--- config.mk ---
export PLATFORM = sky130hd
export DESIGN_NAME = lmsm_mem_sequencer_flat
export DESIGN_NICKNAME = d
export VERILOG_FILES = /design/src/rtl/lmsm_mem_sequencer_if.sv /design/src/rtl/lmsm_mem_sequencer.sv /design/src/flat_wrapper.sv
export SDC_FILE = /design/constraint.sdc
export NUM_CORES = 1
export LEC_CHECK = 0
export ABC_AREA = 0
export CAP_MARGIN = 20
export CELL_PAD_IN_SITES_DETAIL_PLACEMENT = 1
export CELL_PAD_IN_SITES_GLOBAL_PLACEMENT = 1
export CORE_MARGIN = 8
export CORE_UTILIZATION = 31
export CTS_CLUSTER_DIAMETER = 50
export CTS_CLUSTER_SIZE = 24
export DETAILED_ROUTE_END_ITERATION = 6
export HOLD_SLACK_MARGIN = 0.08
export PLACE_DENSITY_LB_ADDON = 0.1
export SYNTH_ARGS = -nofsm -noshare
export SYNTH_HDL_FRONTEND = slang
export SYNTH_SLANG_ARGS = --single-unit
--- constraint.sdc ---
create_clock -name clk -period 3.25 [get_ports clk]
set_input_delay 0.8125 -clock clk [delete_from_list [all_inputs] [get_ports clk]]
set_output_delay 0.8125 -clock clk [all_outputs]
set_load 0.05 [all_outputs]
--- src/rtl/lmsm_mem_sequencer_if.sv ---
// Request, memory and register-file bus of the LM/SM sequencer.
// LMSM_ADDR_WB_EN adds end_addr for base-register writeback.
interface lmsm_mem_sequencer_if #(
  parameter int DATA_W = 16,
  parameter int ADDR_W = 6,
  parameter int NREG   = 8
);
  localparam int IDX_W = $clog2(NREG);

  logic              start;
  logic              op;
  logic [ADDR_W-1:0] base_addr;
  logic [NREG-1:0]   reg_mask;
  logic [ADDR_W-1:0] mem_addr;
  logic [DATA_W-1:0] mem_wdata;
  logic              mem_write_n;
  logic              mem_read_n;
  logic [DATA_W-1:0] mem_rdata;
  logic [IDX_W-1:0]  rf_raddr;
  logic [DATA_W-1:0] rf_rdata;
  logic              rf_we;
  logic [IDX_W-1:0]  rf_waddr;
  logic [DATA_W-1:0] rf_wdata;
  logic              busy;
  logic              done;
`ifdef LMSM_ADDR_WB_EN
  logic [ADDR_W-1:0] end_addr;
`endif

  modport master (
    input  start, op, base_addr, reg_mask, mem_rdata, rf_rdata,
    output mem_addr, mem_wdata, mem_write_n, mem_read_n,
           rf_raddr, rf_we, rf_waddr, rf_wdata, busy, done
`ifdef LMSM_ADDR_WB_EN
    , output end_addr
`endif
  );

  modport slave (
    output start, op, base_addr, reg_mask, mem_rdata, rf_rdata,
    input  mem_addr, mem_wdata, mem_write_n, mem_read_n,
           rf_raddr, rf_we, rf_waddr, rf_wdata, busy, done
`ifdef LMSM_ADDR_WB_EN
    , input end_addr
`endif
  );
endinterface

--- src/rtl/lmsm_mem_sequencer.sv ---
// Load-multiple / store-multiple memory initiator: one word per set mask bit.
// Optional LMSM_ADDR_WB_EN registers the final address for base writeback.
//
// state | meaning
// IDLE  | waiting for start, strobes high
// XFER  | one memory word per cycle, lowest remaining mask bit first
// DONE  | one-cycle completion pulse, last load writeback lands here
module lmsm_mem_sequencer #(
  parameter int DATA_W = 16,
  parameter int ADDR_W = 6,
  parameter int NREG   = 8
) (
  input logic                   clk,
  input logic                   proc_rst,
  lmsm_mem_sequencer_if.master  bus
);
  localparam int IDX_W = $clog2(NREG);

  typedef enum logic [1:0] {
    IDLE = 2'd0,
    XFER = 2'd1,
    DONE = 2'd2
  } state_t;

  state_t            state, state_nxt;
  logic              op_q;
  logic [NREG-1:0]   mask_q;
  logic [NREG-1:0]   mask_nxt;
  logic [ADDR_W-1:0] cur_addr;
  logic [IDX_W-1:0]  idx;
  logic              rf_we_q;
  logic [IDX_W-1:0]  rf_waddr_q;
  logic [DATA_W-1:0] rf_wdata_q;
  logic              rd_n, wr_n;
  logic [ADDR_W-1:0] addr_c;
  logic [IDX_W-1:0]  raddr_c;

  // lowest set bit of the working mask
  always_comb begin
    idx = '0;
    for (int i = NREG - 1; i >= 0; i--) begin
      if (mask_q[i]) idx = i[IDX_W-1:0];
    end
  end

  assign mask_nxt = mask_q & (mask_q - NREG'(1));

  always_ff @(posedge clk or negedge proc_rst) begin
    if (!proc_rst) state <= IDLE;
    else           state <= state_nxt;
  end

  always_comb begin
    state_nxt = state;
    rd_n      = 1'b1;
    wr_n      = 1'b1;
    addr_c    = '0;
    raddr_c   = '0;
    case (state)
      IDLE: begin
        if (bus.start) state_nxt = (bus.reg_mask == '0) ? DONE : XFER;
      end
      XFER: begin
        addr_c = cur_addr;
        if (op_q) begin
          wr_n    = 1'b0;
          raddr_c = idx;
        end else begin
          rd_n = 1'b0;
        end
        if (mask_nxt == '0) state_nxt = DONE;
      end
      DONE:    state_nxt = IDLE;
      default: state_nxt = IDLE;
    endcase
  end

  always_ff @(posedge clk or negedge proc_rst) begin
    if (!proc_rst) begin
      op_q       <= 1'b0;
      mask_q     <= '0;
      cur_addr   <= '0;
      rf_we_q    <= 1'b0;
      rf_waddr_q <= '0;
      rf_wdata_q <= '0;
    end else begin
      if (state == IDLE && bus.start) begin
        op_q     <= bus.op;
        mask_q   <= bus.reg_mask;
        cur_addr <= bus.base_addr;
      end else if (state == XFER) begin
        mask_q   <= mask_nxt;
        cur_addr <= cur_addr + ADDR_W'(1);
      end
      // load data arrives in the read cycle and is written back one cycle later
      rf_we_q <= (state == XFER) && !op_q;
      if (state == XFER && !op_q) begin
        rf_waddr_q <= idx;
        rf_wdata_q <= bus.mem_rdata;
      end
    end
  end

`ifdef LMSM_ADDR_WB_EN
  logic [ADDR_W-1:0] end_addr_q;

  always_ff @(posedge clk or negedge proc_rst) begin
    if (!proc_rst) begin
      end_addr_q <= '0;
    end else if (state_nxt == DONE && state != DONE) begin
      end_addr_q <= (state == IDLE) ? bus.base_addr : cur_addr + ADDR_W'(1);
    end
  end

  assign bus.end_addr = end_addr_q;
`endif

  assign bus.mem_read_n  = rd_n;
  assign bus.mem_write_n = wr_n;
  assign bus.mem_addr    = addr_c;
  assign bus.mem_wdata   = bus.rf_rdata;
  assign bus.rf_raddr    = raddr_c;
  assign bus.rf_we       = rf_we_q;
  assign bus.rf_waddr    = rf_waddr_q;
  assign bus.rf_wdata    = rf_wdata_q;
  assign bus.busy        = (state != IDLE);
  assign bus.done        = (state == DONE);
endmodule

--- src/flat_wrapper.sv ---
// flat-port wrapper written by rule: the top's interface ports become plain ports
module lmsm_mem_sequencer_flat 
#(
  parameter int DATA_W = 16,
  parameter int ADDR_W = 6,
  parameter int NREG   = 8
)
  (clk, proc_rst, bus_start, bus_op, bus_base_addr, bus_reg_mask, bus_mem_rdata, bus_rf_rdata, bus_mem_addr, bus_mem_wdata, bus_mem_write_n, bus_mem_read_n, bus_rf_raddr, bus_rf_we, bus_rf_waddr, bus_rf_wdata, bus_busy, bus_done);
  lmsm_mem_sequencer_if #(.DATA_W(DATA_W), .ADDR_W(ADDR_W), .NREG(NREG)) bus_i ();
  input logic clk;
  input logic proc_rst;
  input wire logic [$bits(bus_i.start)-1:0] bus_start;
  input wire logic [$bits(bus_i.op)-1:0] bus_op;
  input wire logic [$bits(bus_i.base_addr)-1:0] bus_base_addr;
  input wire logic [$bits(bus_i.reg_mask)-1:0] bus_reg_mask;
  input wire logic [$bits(bus_i.mem_rdata)-1:0] bus_mem_rdata;
  input wire logic [$bits(bus_i.rf_rdata)-1:0] bus_rf_rdata;
  output wire logic [$bits(bus_i.mem_addr)-1:0] bus_mem_addr;
  output wire logic [$bits(bus_i.mem_wdata)-1:0] bus_mem_wdata;
  output wire logic [$bits(bus_i.mem_write_n)-1:0] bus_mem_write_n;
  output wire logic [$bits(bus_i.mem_read_n)-1:0] bus_mem_read_n;
  output wire logic [$bits(bus_i.rf_raddr)-1:0] bus_rf_raddr;
  output wire logic [$bits(bus_i.rf_we)-1:0] bus_rf_we;
  output wire logic [$bits(bus_i.rf_waddr)-1:0] bus_rf_waddr;
  output wire logic [$bits(bus_i.rf_wdata)-1:0] bus_rf_wdata;
  output wire logic [$bits(bus_i.busy)-1:0] bus_busy;
  output wire logic [$bits(bus_i.done)-1:0] bus_done;
  assign bus_i.start = bus_start;
  assign bus_i.op = bus_op;
  assign bus_i.base_addr = bus_base_addr;
  assign bus_i.reg_mask = bus_reg_mask;
  assign bus_i.mem_rdata = bus_mem_rdata;
  assign bus_i.rf_rdata = bus_rf_rdata;
  assign bus_mem_addr = bus_i.mem_addr;
  assign bus_mem_wdata = bus_i.mem_wdata;
  assign bus_mem_write_n = bus_i.mem_write_n;
  assign bus_mem_read_n = bus_i.mem_read_n;
  assign bus_rf_raddr = bus_i.rf_raddr;
  assign bus_rf_we = bus_i.rf_we;
  assign bus_rf_waddr = bus_i.rf_waddr;
  assign bus_rf_wdata = bus_i.rf_wdata;
  assign bus_busy = bus_i.busy;
  assign bus_done = bus_i.done;
  lmsm_mem_sequencer #(.DATA_W(DATA_W), .ADDR_W(ADDR_W), .NREG(NREG)) u_core (.clk(clk), .proc_rst(proc_rst), .bus(bus_i));
endmodule
==> results of run 1 <==
==> cell type report <==
cell class              instances  area [µm²]
inverters                       7        26.3
repair buffers                 72         713
clock buffers                   6        82.6
fillers                       708        3540
clock inverters                 2        37.5
multi-input cells             128         851
flip-flops and latches         37         926
well taps                      77        96.3
==> final timing paths <==
| kind | slack, ps | endpoint | depth (start not counted) |
|---|---|---|---|
| max in group asynchronous | 2090 | u_core.mask_q[4] | 1 |
| setup / recovery | 350 | bus_mem_addr[4] | 4 |
| setup reg to reg | 1230 | u_core.bus.rf_wdata[14] | 6 |
| hold reg to reg | 490 | u_core.bus.rf_waddr[1] | 2 |
| min in group asynchronous | 620 | u_core.bus.rf_wdata[9] | 1 |
| hold / removal | 490 | u_core.bus.rf_waddr[1] | 2 |
==> flip-flops by register name, indices dropped and copies added (netlist names) <==
name and cells:
u_core.op_q 1, u_core.bus.rf_wdata 16, u_core.bus.rf_waddr 3, u_core.state 2
u_core.cur_addr 6, u_core.bus.rf_we 1, u_core.mask_q 8
==> power breakdown <==
group / internal, mW / total [mW] / leakage, nW / switching, mW
Combinational: 0.807 / 2.07 / 0.632 / 1.26
Sequential: 0.682 / 0.891 / 0.444 / 0.208
Clock: 0.250 / 0.429 / 0.0574 / 0.179
==> logic make-up after synthesis <==
logic type | Yosys count
AOI/OAI and AO/OA | 56
and+or+nand+nor | 52
DFF | 37
buffers and inverters | 36
muxes | 18
adders and majority gates | 2
==> metrics by stage <==
step	total power [mW]	hold slack (ps)
finish	3.39	486
floorplan	2.36	494
global placement	2.98	463
global route	3.60	526
CTS	3.45	493
detailed placement	3.00	474
==> worst max-delay path: cells and delay by family (launching register included) <==
family	cells	cell delay, ps
flops	1	510
buf+inv	2	940
simple gates	2	340
==> layer usage <==
layer	part of all wire (%)	GRT usage, %	up-vias
met5	0	0	-
met4	1.2	4.23	0
met3	9.5	4.68	7
met2	47	19.9	70
met1	42	16.0	822
li1	-	-	794
==> placed cells by master (no fill, tap or decap), drive strengths merged, types with 2 or more instances in the layout <==
master / instances
nor3: 2
nand2: 14
dfrtp: 37
o31ai: 2
and2: 5
a2bb2oi: 2
mux2: 17
nor2: 11
buf: 17
o22a: 2
a21oi: 16
inv: 7
clkbuf: 6
o21ai: 12
clkdlybuf4s50: 55
a22o: 2
nor4: 2
o22ai: 9
nor2b: 6
a211oi: 2
nand3: 4
nand2b: 4
==> metrics.txt, run 1 <==
setup slack after layout 350 ps; Cells after Synth 201; Post-DRT Antenna Nets 0; main combinational cell family by area after synthesis compound AO/OA/AOI/OAI gates; number of clock sinks 37; cells along the critical path inv_1, nand2_1, nor2_1, clkdlybuf4s50_1; number of violations of the max-capacitance limit 0; share of the core filled with cells in the final layout 43.5%; minimum period implied by the final worst setup slack between 2000 and 3000 ps; first-pass iteration count of the detailed router 4; cell total after placement 321; proportion of netlist area held by the largest area contributor between 40% and 50%; Pwr per Cell Area approximately 1200 nW/µm²; post-synthesis share of cell area spent on and, or, nand and nor gates 13.6%; DRC violation count after routing 0; CTS H-tree lvls 2; Max stage delay on crit path 820 ps; Post-synth top flop sky130_fd_sc_hd__dfrtp_1; area of all placed cells without fillers 2730 µm²; maximum number of pins on one net before global-route repair 38; GR Util All Layers between 10% and 20%; Die Height 96.1 µm; Starting Density 31.7%; core area approximately 6300 µm²; share of final-layout standard cells stronger than drive strength 1 roughly 18%; setup skew after layout 3.81 ps; number of enable-type register cells in the synthesized netlist 0; horizontal extent of the die 96.1 µm; clock slew at the register clock pins of the worst setup and hold paths ~80 ps; post-synth design cell area 1990 µm²; unrepaired setup endpoints after global routing false; total setup violations reported at the end of the flow 0; mux cell area share after synthesis 10.1%; buffers from clock root to sink, at most 2; HPWL after detailed placement 4390 µm; Boundary Pins 99; Peak supply drop 515 µV; xor-xnor portion of the synthesized cell area 0%; post-synthesis register bit count 37; number of buffer cells added on primary ports 66; master cell of the clock root buffer sky130_fd_sc_hd__clkbuf_8; origin of the critical flop-to-flop path u_core.state[0]; hold_sp u_core.bus.rf_waddr[1]; peak fanout along the critical path 11; hold violation total from the final report 0; status complete, no violations; worst min-delay path category reg -> reg; number of DRC markers after the initial detailed-route iteration 57; vias around 1700; number of pins exceeding their max-slew limit in the final report 0; Synth Area in Adders approximately 1.1%; largest area contributor in the netlist sky130_fd_sc_hd__dfrtp_1; post-synthesis area per instance between 9 and 10 µm²; number of unique standard cell types used by synthesis 42; most frequent cell after synthesis sky130_fd_sc_hd__dfrtp_1; number of non-filler instances in the completed layout between 300 and 400; launching element of the worst setup path u_core.state[1]; # rows 29; setup tns final 0 ps; antenna diode count 0; CTS resizes 0; P&R area growth vs syn 37.3%; via density per instance just over 5; sequential element share of the synthesized area between 40% and 50%; class of the most critical setup path reg -> out; antenna violations before repair 0; Final #Nets 302; Placement Cell Area 2610 µm²; Req. time, crit path ~2400 ps; worst slew margin relative to its limit between 40 and 50%; Critical-path top delay cell sky130_fd_sc_hd__clkdlybuf4s50_1; average detailed-routed wire length per instance 17.7 µm; TritonCTS Buffers 5; static leakage around 1.1 nW; worst endpoint data arrival time around 2100 ps; worst slack at placement 661 ps; Period Utilization, post-route between 80% and 90%; clock tree from TritonCTS yes; Synth Warn # 0; complex-gate fraction of the synthesized area between 10% and 20%; largest cells by area after synthesis sky130_fd_sc_hd__dfrtp_1, sky130_fd_sc_hd__mux2_2, sky130_fd_sc_hd__buf_4; maximum achievable frequency 345 MHz; number of hold-repair buffers added at the cts stage 0; Final Wtd Congestion 0.744; Critical Path Source Type flip-flop; vias in the first global route 1785; syn nets between 200 and 300; slew at the pin closest to its max-slew limit 853 ps; most instantiated cells after synthesis sky130_fd_sc_hd__dfrtp_1, sky130_fd_sc_hd__mux2_2, sky130_fd_sc_hd__a21oi_1, sky130_fd_sc_hd__buf_4, sky130_fd_sc_hd__nand2_1; crit end category output port; wire length of the first global-routing pass between 9000 and 10000 µm; Die ar. 9240 µm²; remaining global-route overflow 0; fraction of synthesis flops using an asynchronous set or reset pin 100%; Post CTS Setup Buffer Count 0; Total Wirelength between 5000 and 6000 µm; Worst-Skew Late Latency 290 ps
Note: power is estimated with default switching activity, not from simulation.
==> run 2: changes to the inputs <==
PLACE_DENSITY = 0.94   (was not set)
PLACE_DENSITY_LB_ADDON = not set   (was 0.1)
==> run 2 against run 1 <==
  * Total power decreased by 1.6%
  * Register-to-register slack about the same
  * Final cell count is 0.91% lower
  * Wire length shrank 4.4%
  * Clock power decreased by 9.8%
  * Critical path type unchanged
  * Critical endpoint unchanged
  * Largest cell class unchanged
  * Largest power group unchanged
  * Highest routed layer unchanged
==> metrics.txt, run 2 (synthesis results as in run 1) <==
status complete, no violations; number of violations of the max-capacitance limit 0 (unchanged); capturing element of the worst setup path bus_mem_addr[4]; Post CTS Setup Buffer Count 0 (unchanged); hold violation total from the final report 0 (unchanged); most common cell after layout, fill and taps aside sky130_fd_sc_hd__clkdlybuf4s50_1; GR Util All Layers 12.5% (-0.27 points); number of DRC markers after the initial detailed-route iteration 49 (-14%); TritonCTS Buffers 5 (unchanged); depth of the critical timing path with buffers and inverters included 4 (unchanged); worst min-delay path category reg -> reg; Critical-path top delay cell sky130_fd_sc_hd__clkdlybuf4s50_1; unrepaired setup endpoints after global routing false; number of buffer cells added on primary ports 66 (unchanged); number of hold-repair buffers added at the cts stage 0 (unchanged); Die ar. 9240 µm² (unchanged); P&R area growth vs syn 35.7%; Peak supply drop 569 µV (+10%); origin of the critical flop-to-flop path u_core.state[0]; DRC violation count after routing 0 (unchanged); commonest non-fill, non-tap cells in the layout sky130_fd_sc_hd__clkdlybuf4s50_1, sky130_fd_sc_hd__dfrtp_1, sky130_fd_sc_hd__mux2_2; buffers from clock root to sink, at most 2 (unchanged); remaining global-route overflow 0 (unchanged); Pwr per Cell Area 1240 nW/µm² (-0.45%); Post-DRT Antenna Nets 0 (unchanged); number of non-filler instances in the completed layout 326 (-0.91%); vias 1678 (-0.89%); number of clock sinks 37 (unchanged); crit end category output port; core area 6280 µm² (unchanged); horizontal extent of the die 96.1 µm (unchanged); slew at the pin closest to its max-slew limit 872 ps (+19.4 ps); vias in the first global route 1792 (+0.39%); clock tree from TritonCTS yes; CTS resizes 0 (unchanged); first-pass iteration count of the detailed router 4 (unchanged); clock slew at the register clock pins of the worst setup and hold paths 70 ps (about the same); maximum number of pins on one net before global-route repair 38 (unchanged); Final Wtd Congestion 0.781 (+5.0%); area used by multi-input combinational logic 851 µm² (unchanged); Period Utilization, post-route 91.7% (+2.5 points); filler instances 709 (+0.14%); static leakage 1.12 nW (-1.1%); setup skew after layout 4.26 ps (+0.448 ps); antenna violations before repair 0 (unchanged); Req. time, crit path 2440 ps (about the same); Total Wirelength 5570 µm (-4.4%); via density per instance 5.15 (about the same); cell total after placement 319 (-0.62%); # rows 29 (unchanged); peak fanout along the critical path 11 (unchanged); Register-to-Register Path Depth 6 (unchanged); cell class contributing the biggest share of worst-path delay buffers and inverters; total setup violations reported at the end of the flow 0 (unchanged); Worst R2R Setup Slack 1220 ps (about the same); Final #Nets 300 (-0.66%); wire length of the first global-routing pass 9070 µm (-1.3%); Worst-Skew Late Latency 290 ps (about the same); setup tns final 0 ps (unchanged); endpoint of the lowest-slack register-to-register path u_core.bus.rf_wdata[8]; worst endpoint data arrival time 2170 ps (+80 ps); area taken by flip-flops and latches 926 µm² (unchanged); cells along the critical path inv_1, nand2_1, nor2_1, clkdlybuf4s50_1; launching element of the worst setup path u_core.state[1]; Max stage delay on crit path 820 ps (about the same); master cell of the clock root buffer sky130_fd_sc_hd__clkbuf_8; HPWL after detailed placement 4230 µm (-3.7%); minimum period implied by the final worst setup slack 2980 ps (+79.9 ps); hold_sp u_core.bus.rf_waddr[1]; Critical Path Source Type flip-flop; number of pins exceeding their max-slew limit in the final report 0 (unchanged); share of final-layout standard cells stronger than drive strength 1 16.9% (-0.99 points); WP buf/inv 2 (unchanged); Boundary Pins 99 (unchanged); maximum achievable frequency 336 MHz (-2.7%); antenna diode count 0 (unchanged); CTS H-tree lvls 2 (unchanged); average detailed-routed wire length per instance 17.1 µm (-3.5%); Starting Density 31.7% (unchanged); Die Height 96.1 µm (unchanged); Power, Total 3.34 mW (-1.6%); class of the most critical setup path reg -> out; worst slew margin relative to its limit 41.9% (-1.3 points); flip-flop count of the largest register, all copies and words added 16 (unchanged)
## run 2: layer usage
layer / track usage (%) / vias to the layer above / part of all wire [%] / wire length, µm
li1: - / 789 / - / -
met1: 14.7 / 824 / 40 / 2240
met2: 21.3 / 57 / 50 / 2760
met3: 3.59 / 8 / 9.2 / 512
met4: 4.23 / 0 / 0.99 / 55
met5: 0 / - / 0 / 0
## run 2: worst min-delay path by stage
stage | to | cells past startpoint | slack [ps]
final | u_core.bus.rf_waddr[1] | 2 | 490
after global routing | u_core.bus.rf_wdata[12] | 1 | 530
after CTS | u_core.bus.rf_waddr[1] | 2 | 500
after detailed placement | u_core.bus.rf_waddr[1] | 2 | 480
after global placement | u_core.bus.rf_waddr[2] | 2 | 460
after floorplan | u_core.op_q | 1 | 490
## run 2: power breakdown
part           internal [mW]  switching (mW)
combinational          0.796            1.26
sequential             0.683           0.215
clock                  0.223           0.164
## run 2: final cells by class
class	count	area share (%)
timing repair buffer	70	25.8
sequential	37	34.3
multi-input combinational	128	31.5
clock buffer	5	2.55
inverter	7	0.973
clock inverter	2	1.30
tap	77	3.57
## run 2: tightest hold or removal path, stage by stage, from the launching register on
cell and delay (ps):
sky130_fd_sc_hd__dfrtp_1 340, sky130_fd_sc_hd__nand2_1 40, sky130_fd_sc_hd__o21ai_0 60
## run 2: stage by stage
step	hold slack (ps)	setup WS, ps	cell area, µm²	utilization (%)
after floorplan	494	486	1990	-
after global placement	465	639	2600	41.4
after detailed placement	481	581	2600	41.4
after CTS	498	262	2700	43.0
after global routing	534	140	2700	43.0
final	488	270	2700	43.0
==> run 3: changes to the inputs <==
clock period = 3.5 ns   (was 3.25 ns; I/O delays follow)
==> run 3 against run 2 <==
  * Sequential power fell by 5.7%
  * Via count rose by 0.66%
  * Combinational power fell by 9%
  * Die area did not move
  * Largest cell class unchanged
==> metrics.txt, run 3 (synthesis results as in run 1) <==
number of violations of the max-capacitance limit 0 (unchanged); remaining global-route overflow 0 (unchanged); crit end category output port; hold slack 484 ps (-3.61 ps); Post-DRT Antenna Nets 0 (unchanged); Period Utilization, post-route 86.0%; launching element of the worst setup path u_core.state[1]; area of all placed cells without fillers 2650 µm² (-1.9%); # rows 29 (unchanged); via density per instance 5.18 (+0.66%); HPWL after detailed placement 4360 µm (+3.2%); met3 Usage GRT 4.29% (+0.70 points); cells along the critical path inv_1, nand2_1, nor2_1, clkdlybuf4s50_1; maximum number of pins on one net before global-route repair 38 (unchanged); clock tree from TritonCTS yes; cell class contributing the biggest share of worst-path delay buffers and inverters; origin of the critical flop-to-flop path u_core.mask_q[2]; TritonCTS Buffers 5 (unchanged); total setup violations reported at the end of the flow 0 (unchanged); Die ar. 9240 µm² (unchanged); number of hold-repair buffers added at the cts stage 0 (unchanged); commonest non-fill, non-tap cells in the layout sky130_fd_sc_hd__clkdlybuf4s50_1, sky130_fd_sc_hd__dfrtp_1, sky130_fd_sc_hd__mux2_2; Critical Path Source Type flip-flop; vias in the first global route 1868 (+4.2%); hold_sp u_core.bus.rf_waddr[2]; setup tns final 0 ps (unchanged); number of clock sinks 37 (unchanged); static leakage 1.10 nW (-1.7%); setup slack after layout 492 ps (+221 ps); Req. time, crit path 2620 ps (+180 ps); unrepaired setup endpoints after global routing false; busiest metal layer after global routing met2; share of final-layout standard cells stronger than drive strength 1 16.1% (-0.80 points); number of pins exceeding their max-slew limit in the final report 0 (unchanged); Placement Cell Area 2560 µm² (-1.3%); Worst-Skew Late Latency 290 ps (about the same); met2 Track Usage GR 21.3% (unchanged); vias 1689 (+0.66%); core area 6280 µm² (unchanged); Boundary Pins 99 (unchanged); maximum achievable frequency 332 MHz; class of the most critical setup path reg -> out; wire length of the first global-routing pass 9300 µm (+2.5%); Final Wtd Congestion 0.832 (+6.5%); grt met1 use 14.8% (+0.040 points); Max stage delay on crit path 820 ps (about the same); worst min-delay path category reg -> reg; status complete, no violations; Starting Density 31.7% (unchanged); horizontal extent of the die 96.1 µm (unchanged); Die Height 96.1 µm (unchanged); CTS resizes 0 (unchanged); DRC violation count after routing 0 (unchanged); CTS H-tree lvls 2 (unchanged); Peak supply drop 468 µV (-18%); worst slew margin relative to its limit 43.8% (+1.9 points); flip-flop count of the largest register, all copies and words added 16 (unchanged); antenna violations before repair 0 (unchanged); Total Wirelength 5730 µm (+2.9%); worst endpoint data arrival time 2130 ps (-40 ps); Critical-path top delay cell sky130_fd_sc_hd__clkdlybuf4s50_1; master cell of the clock root buffer sky130_fd_sc_hd__clkbuf_8; slew at the pin closest to its max-slew limit 843 ps (-29.0 ps); buffers from clock root to sink, at most 2 (unchanged); number of DRC markers after the initial detailed-route iteration 88 (+80%); antenna diode count 0 (unchanged); worst slack at placement 792 ps (+211 ps); peak fanout along the critical path 11 (unchanged); Final #Nets 300 (unchanged); number of buffer cells added on primary ports 66 (unchanged); setup skew after layout 6.34 ps (+2.09 ps); minimum period implied by the final worst setup slack 3010 ps; WP buf/inv 2 (unchanged); most common cell after layout, fill and taps aside sky130_fd_sc_hd__clkdlybuf4s50_1; average detailed-routed wire length per instance 17.6 µm (+2.9%); GR Util All Layers 12.7% (+0.23 points); first-pass iteration count of the detailed router 4 (unchanged); hold violation total from the final report 0 (unchanged); Pwr per Cell Area 1140 nW/µm² (-7.9%); Post CTS Setup Buffer Count 0 (unchanged); clock slew at the register clock pins of the worst setup and hold paths 70 ps (about the same); P&R area growth vs syn 33.1%
## run 3: path summary, 6_finish.rpt
kind                                                end  slack (ps)  cells past startpoint
min in group asynchronous        u_core.bus.rf_wdata[9]         690                      1
max in group asynchronous       u_core.bus.rf_wdata[15]        2270                      1
worst max-delay path                    bus_mem_addr[4]         490                      4
worst min register to register   u_core.bus.rf_waddr[2]         480                      2
worst max register to register          u_core.state[0]        1670                      4
worst min-delay path             u_core.bus.rf_waddr[2]         480                      2
## run 3: layout make-up
class | count | area (µm²)
tap | 77 | 96.3
sequential | 37 | 926
inverter | 7 | 26.3
multi-input combinational | 128 | 851
timing repair buffer | 70 | 663
clock buffer | 7 | 86.3
fill | 715 | 3630
## run 3: metal layers
layer / vias up / wire length [µm]
met3: 8 / 570
met4: 0 / 82
met1: 831 / 2210
met2: 60 / 2860
met5: - / 0
li1: 790 / -
## run 3: tightest hold or removal path: stages, from the launching register on
cell and delay (ps):
sky130_fd_sc_hd__dfrtp_1 340, sky130_fd_sc_hd__nand2_1 40, sky130_fd_sc_hd__o21ai_0 60
## run 3: stage by stage
stage	std cells	power, mW	utilization, %
floorplan	201	2.19	-
global placement	319	2.67	40.8
detailed placement	319	2.73	40.8
CTS	326	3.06	42.2
global route	326	3.21	42.2
finish	326	3.01	42.2
## run 3: power by group
| part | switching (mW) | internal, mW | total, mW |
|---|---|---|---|
| clock | 0.140 | 0.156 | 0.296 |
| sequential | 0.213 | 0.634 | 0.847 |
| combinational | 1.16 | 0.710 | 1.87 |
| total | 1.51 | 1.50 | 3.01 |
